## src/rtl/mem_arbiter_pkg.sv

```systemverilog
// mem_pkg: definitions shared by the memory arbiter and its requesters.
//   - access width encodings carried on width / m_width
//   - arbiter FSM state type (also exported on the debug port)
//   - idx_width(): width of a port index for a given port count
package mem_pkg;

  localparam logic [1:0] WIDTH_BYTE = 2'd0;
  localparam logic [1:0] WIDTH_HALF = 2'd1;
  localparam logic [1:0] WIDTH_WORD = 2'd2;

  typedef enum logic [1:0] {
    IDLE = 2'd0,
    BUSY = 2'd1,
    RESP = 2'd2
  } arb_state_e;

  // A single port still needs a 1-bit index signal.
  function automatic int idx_width(input int n);
    return (n > 1) ? $clog2(n) : 1;
  endfunction

endpackage

```

## src/rtl/mem_arbiter_if.sv

```systemverilog
// mem_arbiter_if: bundle of the requester-side and memory-side signals of
// the memory arbiter.
//   Requester side : req, addr, write, wdata, width, extend (to arbiter),
//                    ack, rdata (from arbiter). Port i fields sit at
//                    [i*AW +: AW], [i*DW +: DW], [i*2 +: 2].
//   Memory side    : m_req, m_addr, m_write, m_wdata, m_width, m_extend
//                    (from arbiter), m_ack, m_rdata (to arbiter).
// Handshake: a requester raises req[i] with stable fields and holds it until
// ack[i] pulses for exactly one cycle (rdata valid in that cycle). The
// arbiter holds m_req and all m_* fields stable until m_ack is seen; m_rdata
// is valid in the m_ack cycle.
// Modports: slave = arbiter view, master = requesters + memory view.
interface mem_arbiter_if #(
  parameter int NPORTS = 2,
  parameter int AW     = 32,
  parameter int DW     = 32
);
  logic [NPORTS-1:0]    req;
  logic [NPORTS*AW-1:0] addr;
  logic [NPORTS-1:0]    write;
  logic [NPORTS*DW-1:0] wdata;
  logic [NPORTS*2-1:0]  width;
  logic [NPORTS-1:0]    extend;
  logic [NPORTS-1:0]    ack;
  logic [DW-1:0]        rdata;

  logic                 m_req;
  logic [AW-1:0]        m_addr;
  logic                 m_write;
  logic [DW-1:0]        m_wdata;
  logic [1:0]           m_width;
  logic                 m_extend;
  logic                 m_ack;
  logic [DW-1:0]        m_rdata;

  modport slave (
    input  req, addr, write, wdata, width, extend, m_ack, m_rdata,
    output ack, rdata, m_req, m_addr, m_write, m_wdata, m_width, m_extend
  );

  modport master (
    output req, addr, write, wdata, width, extend, m_ack, m_rdata,
    input  ack, rdata, m_req, m_addr, m_write, m_wdata, m_width, m_extend
  );
endinterface

```

## src/rtl/mem_arbiter_arb_select.sv

```systemverilog
// arb_select: combinational grant selection for the memory arbiter.
//   req     : pending request vector
//   last    : index of the most recent grant (round-robin start point)
//   gnt_oh  : one-hot grant, all zero when nothing is pending
//   gnt_idx : index of the granted port
//   any     : at least one request pending
// Build option MEM_ARB_RR_EN: defined -> round-robin starting at last+1,
// wrapping NPORTS-1 -> 0; undefined -> fixed priority, lowest index wins
// and last is ignored.
module arb_select #(
  parameter int NPORTS = 2,
  parameter int IW     = 1
) (
  input  logic [NPORTS-1:0] req,
  input  logic [IW-1:0]     last,
  output logic [NPORTS-1:0] gnt_oh,
  output logic [IW-1:0]     gnt_idx,
  output logic              any
);

`ifdef MEM_ARB_RR_EN
  // Rank each requester by its distance from last+1 (mod NPORTS); the
  // closest pending port wins.
  always_comb begin
    int best;
    int dist;
    best    = NPORTS;
    dist    = 0;
    gnt_idx = '0;
    for (int j = 0; j < NPORTS; j++) begin
      if (req[j]) begin
        dist = j - int'(last) - 1;
        if (dist < 0) dist = dist + NPORTS;
        if (dist < best) begin
          best    = dist;
          gnt_idx = IW'(j);
        end
      end
    end
  end
`else
  logic unused_last;
  assign unused_last = ^last;

  // Scan from the top so the lowest pending index is written last.
  always_comb begin
    gnt_idx = '0;
    for (int j = NPORTS - 1; j >= 0; j--) begin
      if (req[j]) gnt_idx = IW'(j);
    end
  end
`endif

  assign any = |req;

  always_comb begin
    gnt_oh = '0;
    for (int j = 0; j < NPORTS; j++) begin
      gnt_oh[j] = any && (gnt_idx == IW'(j));
    end
  end

endmodule

```

## src/rtl/mem_arbiter.sv

```systemverilog
// mem_arbiter: N-port arbiter in front of a single shared memory port.
//   clk       : clock, everything on the rising edge
//   reset     : synchronous, active-high
//   bus       : mem_arbiter_if.slave (requester ports + downstream port)
//   dbg_state : current FSM state
// Flow: IDLE picks a pending port and registers its request onto m_*,
// BUSY waits for m_ack and registers m_rdata, RESP pulses ack[g] for one
// cycle. Requests are only sampled in IDLE, so throughput is at most one
// transaction every three cycles.
// Build option MEM_ARB_RR_EN: round-robin with a last-grant pointer;
// undefined gives fixed lowest-index priority with no pointer register.
module mem_arbiter
  import mem_pkg::*;
#(
  parameter int NPORTS = 2,
  parameter int AW     = 32,
  parameter int DW     = 32
) (
  input  logic         clk,
  input  logic         reset,
  mem_arbiter_if.slave bus,
  output arb_state_e   dbg_state
);

  localparam int IW = idx_width(NPORTS);

  arb_state_e        state_q, state_d;
  logic              m_req_q, m_req_d;
  logic [AW-1:0]     m_addr_q, m_addr_d;
  logic              m_write_q, m_write_d;
  logic [DW-1:0]     m_wdata_q, m_wdata_d;
  logic [1:0]        m_width_q, m_width_d;
  logic              m_extend_q, m_extend_d;
  logic [NPORTS-1:0] ack_q, ack_d;
  logic [DW-1:0]     rdata_q, rdata_d;
  logic [IW-1:0]     gnt_q, gnt_d;

  logic [IW-1:0]     last_ptr;
  logic [NPORTS-1:0] sel_oh;
  logic [IW-1:0]     sel_idx;
  logic              sel_any;

`ifdef MEM_ARB_RR_EN
  logic [IW-1:0] last_q, last_d;
  assign last_ptr = last_q;
`else
  assign last_ptr = '0;
`endif

  arb_select #(.NPORTS(NPORTS), .IW(IW)) u_sel (
    .req     (bus.req),
    .last    (last_ptr),
    .gnt_oh  (sel_oh),
    .gnt_idx (sel_idx),
    .any     (sel_any)
  );

  always_comb begin
    state_d    = state_q;
    m_req_d    = m_req_q;
    m_addr_d   = m_addr_q;
    m_write_d  = m_write_q;
    m_wdata_d  = m_wdata_q;
    m_width_d  = m_width_q;
    m_extend_d = m_extend_q;
    ack_d      = '0;
    rdata_d    = rdata_q;
    gnt_d      = gnt_q;
`ifdef MEM_ARB_RR_EN
    last_d     = last_q;
`endif
    case (state_q)
      IDLE: begin
        if (sel_any) begin
          // m_* only ever change here, so they stay stable through BUSY.
          for (int j = 0; j < NPORTS; j++) begin
            if (sel_oh[j]) begin
              m_addr_d   = bus.addr[j*AW +: AW];
              m_write_d  = bus.write[j];
              m_wdata_d  = bus.wdata[j*DW +: DW];
              m_width_d  = bus.width[j*2 +: 2];
              m_extend_d = bus.extend[j];
            end
          end
          m_req_d = 1'b1;
          gnt_d   = sel_idx;
`ifdef MEM_ARB_RR_EN
          last_d  = sel_idx;
`endif
          state_d = BUSY;
        end
      end
      BUSY: begin
        if (bus.m_ack) begin
          m_req_d = 1'b0;
          // Captured for writes too; the requester ignores it then.
          rdata_d = bus.m_rdata;
          for (int j = 0; j < NPORTS; j++) begin
            ack_d[j] = (gnt_q == IW'(j));
          end
          state_d = RESP;
        end
      end
      RESP: begin
        state_d = IDLE;
      end
      default: begin
        state_d = IDLE;
        m_req_d = 1'b0;
      end
    endcase
  end

  always_ff @(posedge clk) begin
    if (reset) begin
      state_q    <= IDLE;
      m_req_q    <= 1'b0;
      m_addr_q   <= '0;
      m_write_q  <= 1'b0;
      m_wdata_q  <= '0;
      m_width_q  <= WIDTH_BYTE;
      m_extend_q <= 1'b0;
      ack_q      <= '0;
      rdata_q    <= '0;
      gnt_q      <= '0;
`ifdef MEM_ARB_RR_EN
      // Pointing at the top port gives port 0 first priority.
      last_q     <= IW'(NPORTS - 1);
`endif
    end else begin
      state_q    <= state_d;
      m_req_q    <= m_req_d;
      m_addr_q   <= m_addr_d;
      m_write_q  <= m_write_d;
      m_wdata_q  <= m_wdata_d;
      m_width_q  <= m_width_d;
      m_extend_q <= m_extend_d;
      ack_q      <= ack_d;
      rdata_q    <= rdata_d;
      gnt_q      <= gnt_d;
`ifdef MEM_ARB_RR_EN
      last_q     <= last_d;
`endif
    end
  end

  assign bus.m_req    = m_req_q;
  assign bus.m_addr   = m_addr_q;
  assign bus.m_write  = m_write_q;
  assign bus.m_wdata  = m_wdata_q;
  assign bus.m_width  = m_width_q;
  assign bus.m_extend = m_extend_q;
  assign bus.ack      = ack_q;
  assign bus.rdata    = rdata_q;
  assign dbg_state    = state_q;

endmodule

```

## src/flat_wrapper.sv

```systemverilog
// flat-port wrapper written by rule: the top's interface ports become plain ports
module mem_arbiter_flat import mem_pkg::*;
#(
  parameter int NPORTS = 2,
  parameter int AW     = 32,
  parameter int DW     = 32
)
  (clk, reset, dbg_state, bus_req, bus_addr, bus_write, bus_wdata, bus_width, bus_extend, bus_m_ack, bus_m_rdata, bus_ack, bus_rdata, bus_m_req, bus_m_addr, bus_m_write, bus_m_wdata, bus_m_width, bus_m_extend);
  mem_arbiter_if #(.NPORTS(NPORTS), .AW(AW), .DW(DW)) bus_i ();
  input  logic clk;
  input  logic reset;
  output arb_state_e dbg_state;
  input wire logic [$bits(bus_i.req)-1:0] bus_req;
  input wire logic [$bits(bus_i.addr)-1:0] bus_addr;
  input wire logic [$bits(bus_i.write)-1:0] bus_write;
  input wire logic [$bits(bus_i.wdata)-1:0] bus_wdata;
  input wire logic [$bits(bus_i.width)-1:0] bus_width;
  input wire logic [$bits(bus_i.extend)-1:0] bus_extend;
  input wire logic [$bits(bus_i.m_ack)-1:0] bus_m_ack;
  input wire logic [$bits(bus_i.m_rdata)-1:0] bus_m_rdata;
  output wire logic [$bits(bus_i.ack)-1:0] bus_ack;
  output wire logic [$bits(bus_i.rdata)-1:0] bus_rdata;
  output wire logic [$bits(bus_i.m_req)-1:0] bus_m_req;
  output wire logic [$bits(bus_i.m_addr)-1:0] bus_m_addr;
  output wire logic [$bits(bus_i.m_write)-1:0] bus_m_write;
  output wire logic [$bits(bus_i.m_wdata)-1:0] bus_m_wdata;
  output wire logic [$bits(bus_i.m_width)-1:0] bus_m_width;
  output wire logic [$bits(bus_i.m_extend)-1:0] bus_m_extend;
  assign bus_i.req = bus_req;
  assign bus_i.addr = bus_addr;
  assign bus_i.write = bus_write;
  assign bus_i.wdata = bus_wdata;
  assign bus_i.width = bus_width;
  assign bus_i.extend = bus_extend;
  assign bus_i.m_ack = bus_m_ack;
  assign bus_i.m_rdata = bus_m_rdata;
  assign bus_ack = bus_i.ack;
  assign bus_rdata = bus_i.rdata;
  assign bus_m_req = bus_i.m_req;
  assign bus_m_addr = bus_i.m_addr;
  assign bus_m_write = bus_i.m_write;
  assign bus_m_wdata = bus_i.m_wdata;
  assign bus_m_width = bus_i.m_width;
  assign bus_m_extend = bus_i.m_extend;
  mem_arbiter #(.NPORTS(NPORTS), .AW(AW), .DW(DW)) u_core (.clk(clk), .reset(reset), .bus(bus_i), .dbg_state(dbg_state));
endmodule
```

## config.mk

```make
export PLATFORM = sky130hd
export DESIGN_NAME = mem_arbiter_flat
export DESIGN_NICKNAME = d
export VERILOG_FILES = /design/src/rtl/mem_arbiter_pkg.sv /design/src/rtl/mem_arbiter_if.sv /design/src/rtl/mem_arbiter_arb_select.sv /design/src/rtl/mem_arbiter.sv /design/src/flat_wrapper.sv
export SDC_FILE = /design/constraint.sdc
export NUM_CORES = 1
export LEC_CHECK = 0
export BUFFER_PORTS_ARGS = -buffer_cell sky130_fd_sc_hd__clkbuf_2
export CAP_MARGIN = 5
export CORE_ASPECT_RATIO = 1.4
export CORE_UTILIZATION = 41
export DETAILED_ROUTE_END_ITERATION = 6
export PLACE_DENSITY_LB_ADDON = 0.05
export SLEW_MARGIN = 10
export SYNTH_ARGS = -nofsm -noshare
export SYNTH_HDL_FRONTEND = slang
export SYNTH_SLANG_ARGS = --single-unit
```

## constraint.sdc

```tcl
create_clock -name clk -period 1.1 [get_ports clk]
set_input_delay 0 -clock clk [delete_from_list [all_inputs] [get_ports clk]]
set_output_delay 0 -clock clk [all_outputs]
set_load 0.01 [all_outputs]
```

## Word-level counts from Yosys, hierarchy flattened

Index checks and enable logic that the tools add are counted.

- Flip-flop bits (word level): 106
- Latch bits: 0
- Bits in writable memories: 0
- Memory bits (read-only): 0
- Output and inout port bits: 105
- Word-level logic and storage cells: 48
- Memories: 0

- $add $sub $neg: 0
- $mul: 0
- Divide/modulo/power cells: 0
- $lt $le $gt $ge: 0
- Eq/ne operators: 4
- Shifts and indexed selects: 0
- Multiplexer cells: 18
- Bitwise operators: 5
- Reductions and logical operators: 11

Operators with widths:

| cell | count |
|---|---|
| 32-bit two-way mux | 4 |
| 1-bit two-way mux | 8 |
| 2-bit two-way mux | 4 |
| 2-bit AND reduction | 3 |
| 3-bit AND reduction | 2 |
| 1-bit inverter | 5 |
| 2-bit inequality test (second input constant) | 2 |
| 2-bit case mux with 2 select lines | 1 |
| 1-bit case mux with 3 select lines | 1 |
| 3-bit OR reduction | 1 |
| 2-bit by 1-bit == test with 1-bit output (second input constant) | 1 |
| 2-bit == test (second input constant) | 1 |
| 1-bit logical AND | 2 |
| 2-bit logical NOT | 1 |
| 2-bit nonzero test | 1 |
| 2-bit OR reduction | 1 |

## Longest topological paths before layout

- Depth after elaboration: 6
- Gate-level depth with buffers: 6
- Mapped depth without buffers: 3

## Hierarchy

Synthesis repeated with hierarchy kept, for this count alone.

- Cell total of the unflattened synthesis: 476
- Area total of the unflattened synthesis: 4504.3 um^2

By module, submodules not included:

| module | times used | cells each | area each (um^2) |
|---|---|---|---|
| mem_arbiter | 1 | 472 | 4480.5 |
| arb_select | 1 | 4 | 23.8 |

## Worst setup path before layout

Ideal clock, no wire load.

- Path kind: reg-to-reg
- Start: register u_core.state_q[1], in the netlist u_core.dbg_state[1]
- End: register u_core.m_addr_q[10], in the netlist u_core.bus.m_addr[10]
- Arrival time: 1.088 ns
- Data required time: 1.013 ns
- Setup slack: -0.074 ns
- Stages on the path, launching flop included: 5
- Path buffers: 1
- Clock period less this slack: 1.174 ns
- Path through: dfxtp_1 > nor2_4 > o21ai_4 > buf_6 > a221oi_2

- Word-level cells in the longest chain between the ends: 2

Ends and longest elaborated chain:

| element | RTL line | RTL |
|---|---|---|
| from (decl) | mem_arbiter.sv:27 | `arb_state_e state_q, state_d;` |
| from (signal assigned) | mem_arbiter.sv:131 | `state_q <= state_d;` |
| 2-bit logical NOT | mem_arbiter.sv:72 | `case (state_q)` |
| 3-bit AND reduction (no source line) | -- |  |
| to (signal assigned) | mem_arbiter.sv:133 | `m_addr_q <= m_addr_d;` |
| to (decl) | mem_arbiter.sv:29 | `logic [AW-1:0] m_addr_q, m_addr_d;` |

Every way passes these cells.
A chain may end at the register's enable or synchronous reset.

## Final worst setup path

- Start: register u_core.state_q[1], in the netlist u_core.dbg_state[1]
- End: register u_core.rdata_q[29], in the netlist u_core.bus.rdata[29]

- Word-level cells in the longest chain between the ends: 2

Ends and longest elaborated chain:

| element | RTL line | RTL |
|---|---|---|
| 2-bit by 1-bit == test with 1-bit output | mem_arbiter.sv:72 |  |
| 2-bit AND reduction (no source line) | -- |  |
| to (signal assigned) | mem_arbiter.sv:139 | `rdata_q <= rdata_d;` |
| to (decl) | mem_arbiter.sv:35 | `logic [DW-1:0] rdata_q, rdata_d;` |

Every way passes these cells.

==> reports/metrics.yaml <==
fp.dieW_um: 96.0
timing.final.ws_setup_ns: -0.128
path_clk_slew_ns: 0.07
syn-num-nets: 708
worst_pin_slew_ns: 0.404
start_kind: "flip-flop"
num_antenna_cells: 0
synth_cell_types: 27
clk_latency_ns: 0.35
avgSynthCellArea_um2: 9.49
layout.nets: 1019
seq_area_frac_synth: 0.418
tritoncts: "yes"
slowest_delay_ns: 0.38
worstPathMaxFanout: 8
powerDensity_nw_per_um2: 1320
syn2layout_area_growth_pct: 56.6
cp.required_ns: 1.38
fin_cells: 998
critPathBufInv: 1
ant_nets: 0
n_fill_cell: 989
die_h_um: 134
die-area_um2: 12800
ys_ff_latch: 106
hold_class: "primary input to flip-flop"
wirelength_mm: 16.3
rows: 47
grt_pass1_wl_mm: 23.4
finalClockSkew_ns: 0.00765
critPathTopFamily: "simple AND/OR/NAND/NOR gates"
multi_input_area_um2: 2730
postSynthCellCount: 535
fp.coreArea_um2: 11900
cp_slowest_cell: "and3b_2"
worstPathArrival_ns: 1.51
setup_violations: 100
cts_buffer_depth: 2
crit_type: "flip-flop to flip-flop"
cts_made_buffers: 9
final-hold-violation-count: 0
grt_util_all_layers: 0.235
ioPinCount: 278
routabilityCongestion: 0.771
period_needed_ns: 1.23
drc: 0
vdd_drop_max_mv: 0.777
dpl.hpwl_mm: 11.0
routed_via_density: 5.16
dp_slack_ns: -0.0788
dr.pass1.iters: 4
power.leakage_nw: 3.64
rsz0062_at_grt: "true"
slew_violations: 0
start_util: 0.425
wl_per_cell_um: 16.3
syn_area_um2: 5080
outcome: "finished with violations"
first_iter_violations: 105
grt-ovfl-total: 0
cp_cell_sequence: "and3b_2, clkbuf_16, nand2_4, a21oi_2"
layout_commonest_cell: "clkbuf_2"
h-tree-depth: 3
post-place-cells: 936
fin_crit_sh: 1.12
vias: 5152
fmaxAchievable_ghz: 0.814
antenna_found_initial: 0
clkSinkCount: 106
yosysWarningCount: 0
grt_max_degree: 57
grt_pass1_vias: 4972
register_area_um2: 2130
final_cell_mix: "clkbuf_2, dfxtp_1, inv_1"
cts-root-buf: "clkbuf_16"
maxCapViolCount: 0
layout-drive-gt1-share: 0.542
slew_headroom: 0.728
end_kind: "flip-flop"
violations: "setup timing"
port-buffer-count: 277
-- final cells by class --
cell class | instances | area share
Multi-Input combinational cell | 305 | 0.343
Inverter | 70 | 0.0331
Tap cell | 147 | 0.0231
Sequential cell | 106 | 0.268
Clock buffer | 9 | 0.0283
Clock inverter | 7 | 0.00976
Timing Repair Buffer | 354 | 0.295
-- report_power, final --
part           internal, mW  switching (mW)  total (mW)
sequential             4.19           0.186        4.38
clock                  1.79            1.47        3.26
combinational          1.34            1.50        2.84
-- state kept, by name, summed over array words and instances, names as in the netlist --
| name | count |
|---|---|
| u_core.bus.m_addr | 32 |
| u_core.bus.m_wdata | 32 |
| u_core.bus.rdata | 32 |
| u_core.bus.ack | 2 |
| u_core.bus.m_width | 2 |
| u_core.dbg_state | 2 |
| u_core.bus.m_extend | 1 |
| u_core.bus.m_req | 1 |
| u_core.bus.m_write | 1 |
| u_core.gnt_q | 1 |
-- cell families after synthesis --
group,synth area share
compound gates,0.310
simple gates,0.160
buf+inv,0.111
flops,0.418
-- through the flow --
stage	hold slack [ns]	power, mW	area (µm²)	util	setup TNS (ns)
6_report	0.0152	10.5	7950	0.666	-6.75
5_1_grt	0.0204	11.0	7950	0.666	-12.53
4_1_cts	0.00763	10.3	7490	0.627	-4.19
3_5_place_dp	0.230	6.97	6780	0.568	-2.67
3_3_place_gp	0.222	6.91	6780	0.568	-0.961
2_1_floorplan	0.136	5.88	5080	-	-2.45
-- cells in the mapped netlist --
cell type / count / share of area
a221oi_2: 67 / 0.20
buf_4: 4 / 0.0059
inv_1: 69 / 0.051
a211oi_1: 2 / 0.0030
and2_1: 1 / 0.0012
nor2_1: 1 / 0.00074
o22ai_1: 9 / 0.011
o21a_1: 1 / 0.0015
buf_6: 7 / 0.016
inv_2: 1 / 0.00074
buf_1: 1 / 0.00074
nor3_1: 1 / 0.00099
buf_2: 20 / 0.020
or3b_2: 1 / 0.0017
nor2_4: 1 / 0.0022
o21ai_0: 59 / 0.058
nand3b_1: 1 / 0.0015
clkbuf_1: 17 / 0.013
o21ai_4: 1 / 0.0032
and3b_1: 1 / 0.0017
or3b_1: 59 / 0.10
a21oi_1: 34 / 0.034
dfxtp_1: 106 / 0.42
a221oi_1: 1 / 0.0017
nand2_1: 64 / 0.047
nand2b_1: 1 / 0.0012
clkbuf_2: 5 / 0.0049
-- tightest hold or removal path, cell delays in order --
cell	delay (ns)
clkbuf_2	0.08
o22ai_1	0.16
a221oi_2	0.07
-- final timing paths --
| check | slack (ns) | depth (start not counted) | to | startpoint |
|---|---|---|---|---|
| worst max-delay path | -0.13 | 4 | u_core.bus.rdata[29]$_SDFFE_PP0P_ | u_core.dbg_state[1]$_SDFFE_PP0P_ |
| worst min-delay path | 0.02 | 3 | u_core.bus.m_extend$_SDFFE_PP0P_ | bus_extend[0] |
| worst max register to register | -0.13 | 4 | u_core.bus.rdata[29]$_SDFFE_PP0P_ | u_core.dbg_state[1]$_SDFFE_PP0P_ |
| worst min register to register | 0.46 | 2 | u_core.bus.rdata[24]$_SDFFE_PP0P_ | u_core.bus.rdata[24]$_SDFFE_PP0P_ |
-- what timing repair did --
item | 4_1_cts | 5_1_grt
pin swaps | 0 | 44
setup buffers | 0 | 1
gates cloned | 0 | 5
setup endpoints to repair | 69 | 102
gates resized for setup | 0 | 86
hold buffers | 40 | 0
endpoints found under the hold margin | 45 | 0
-- layer usage --
metal | GRT usage | share of wire
met4 | 0.0937 | 0.036
met3 | 0.0582 | 0.067
met2 | 0.422 | 0.52
met5 | 0 | 0
met1 | 0.258 | 0.38
Note: power is estimated with default switching activity, not from simulation.
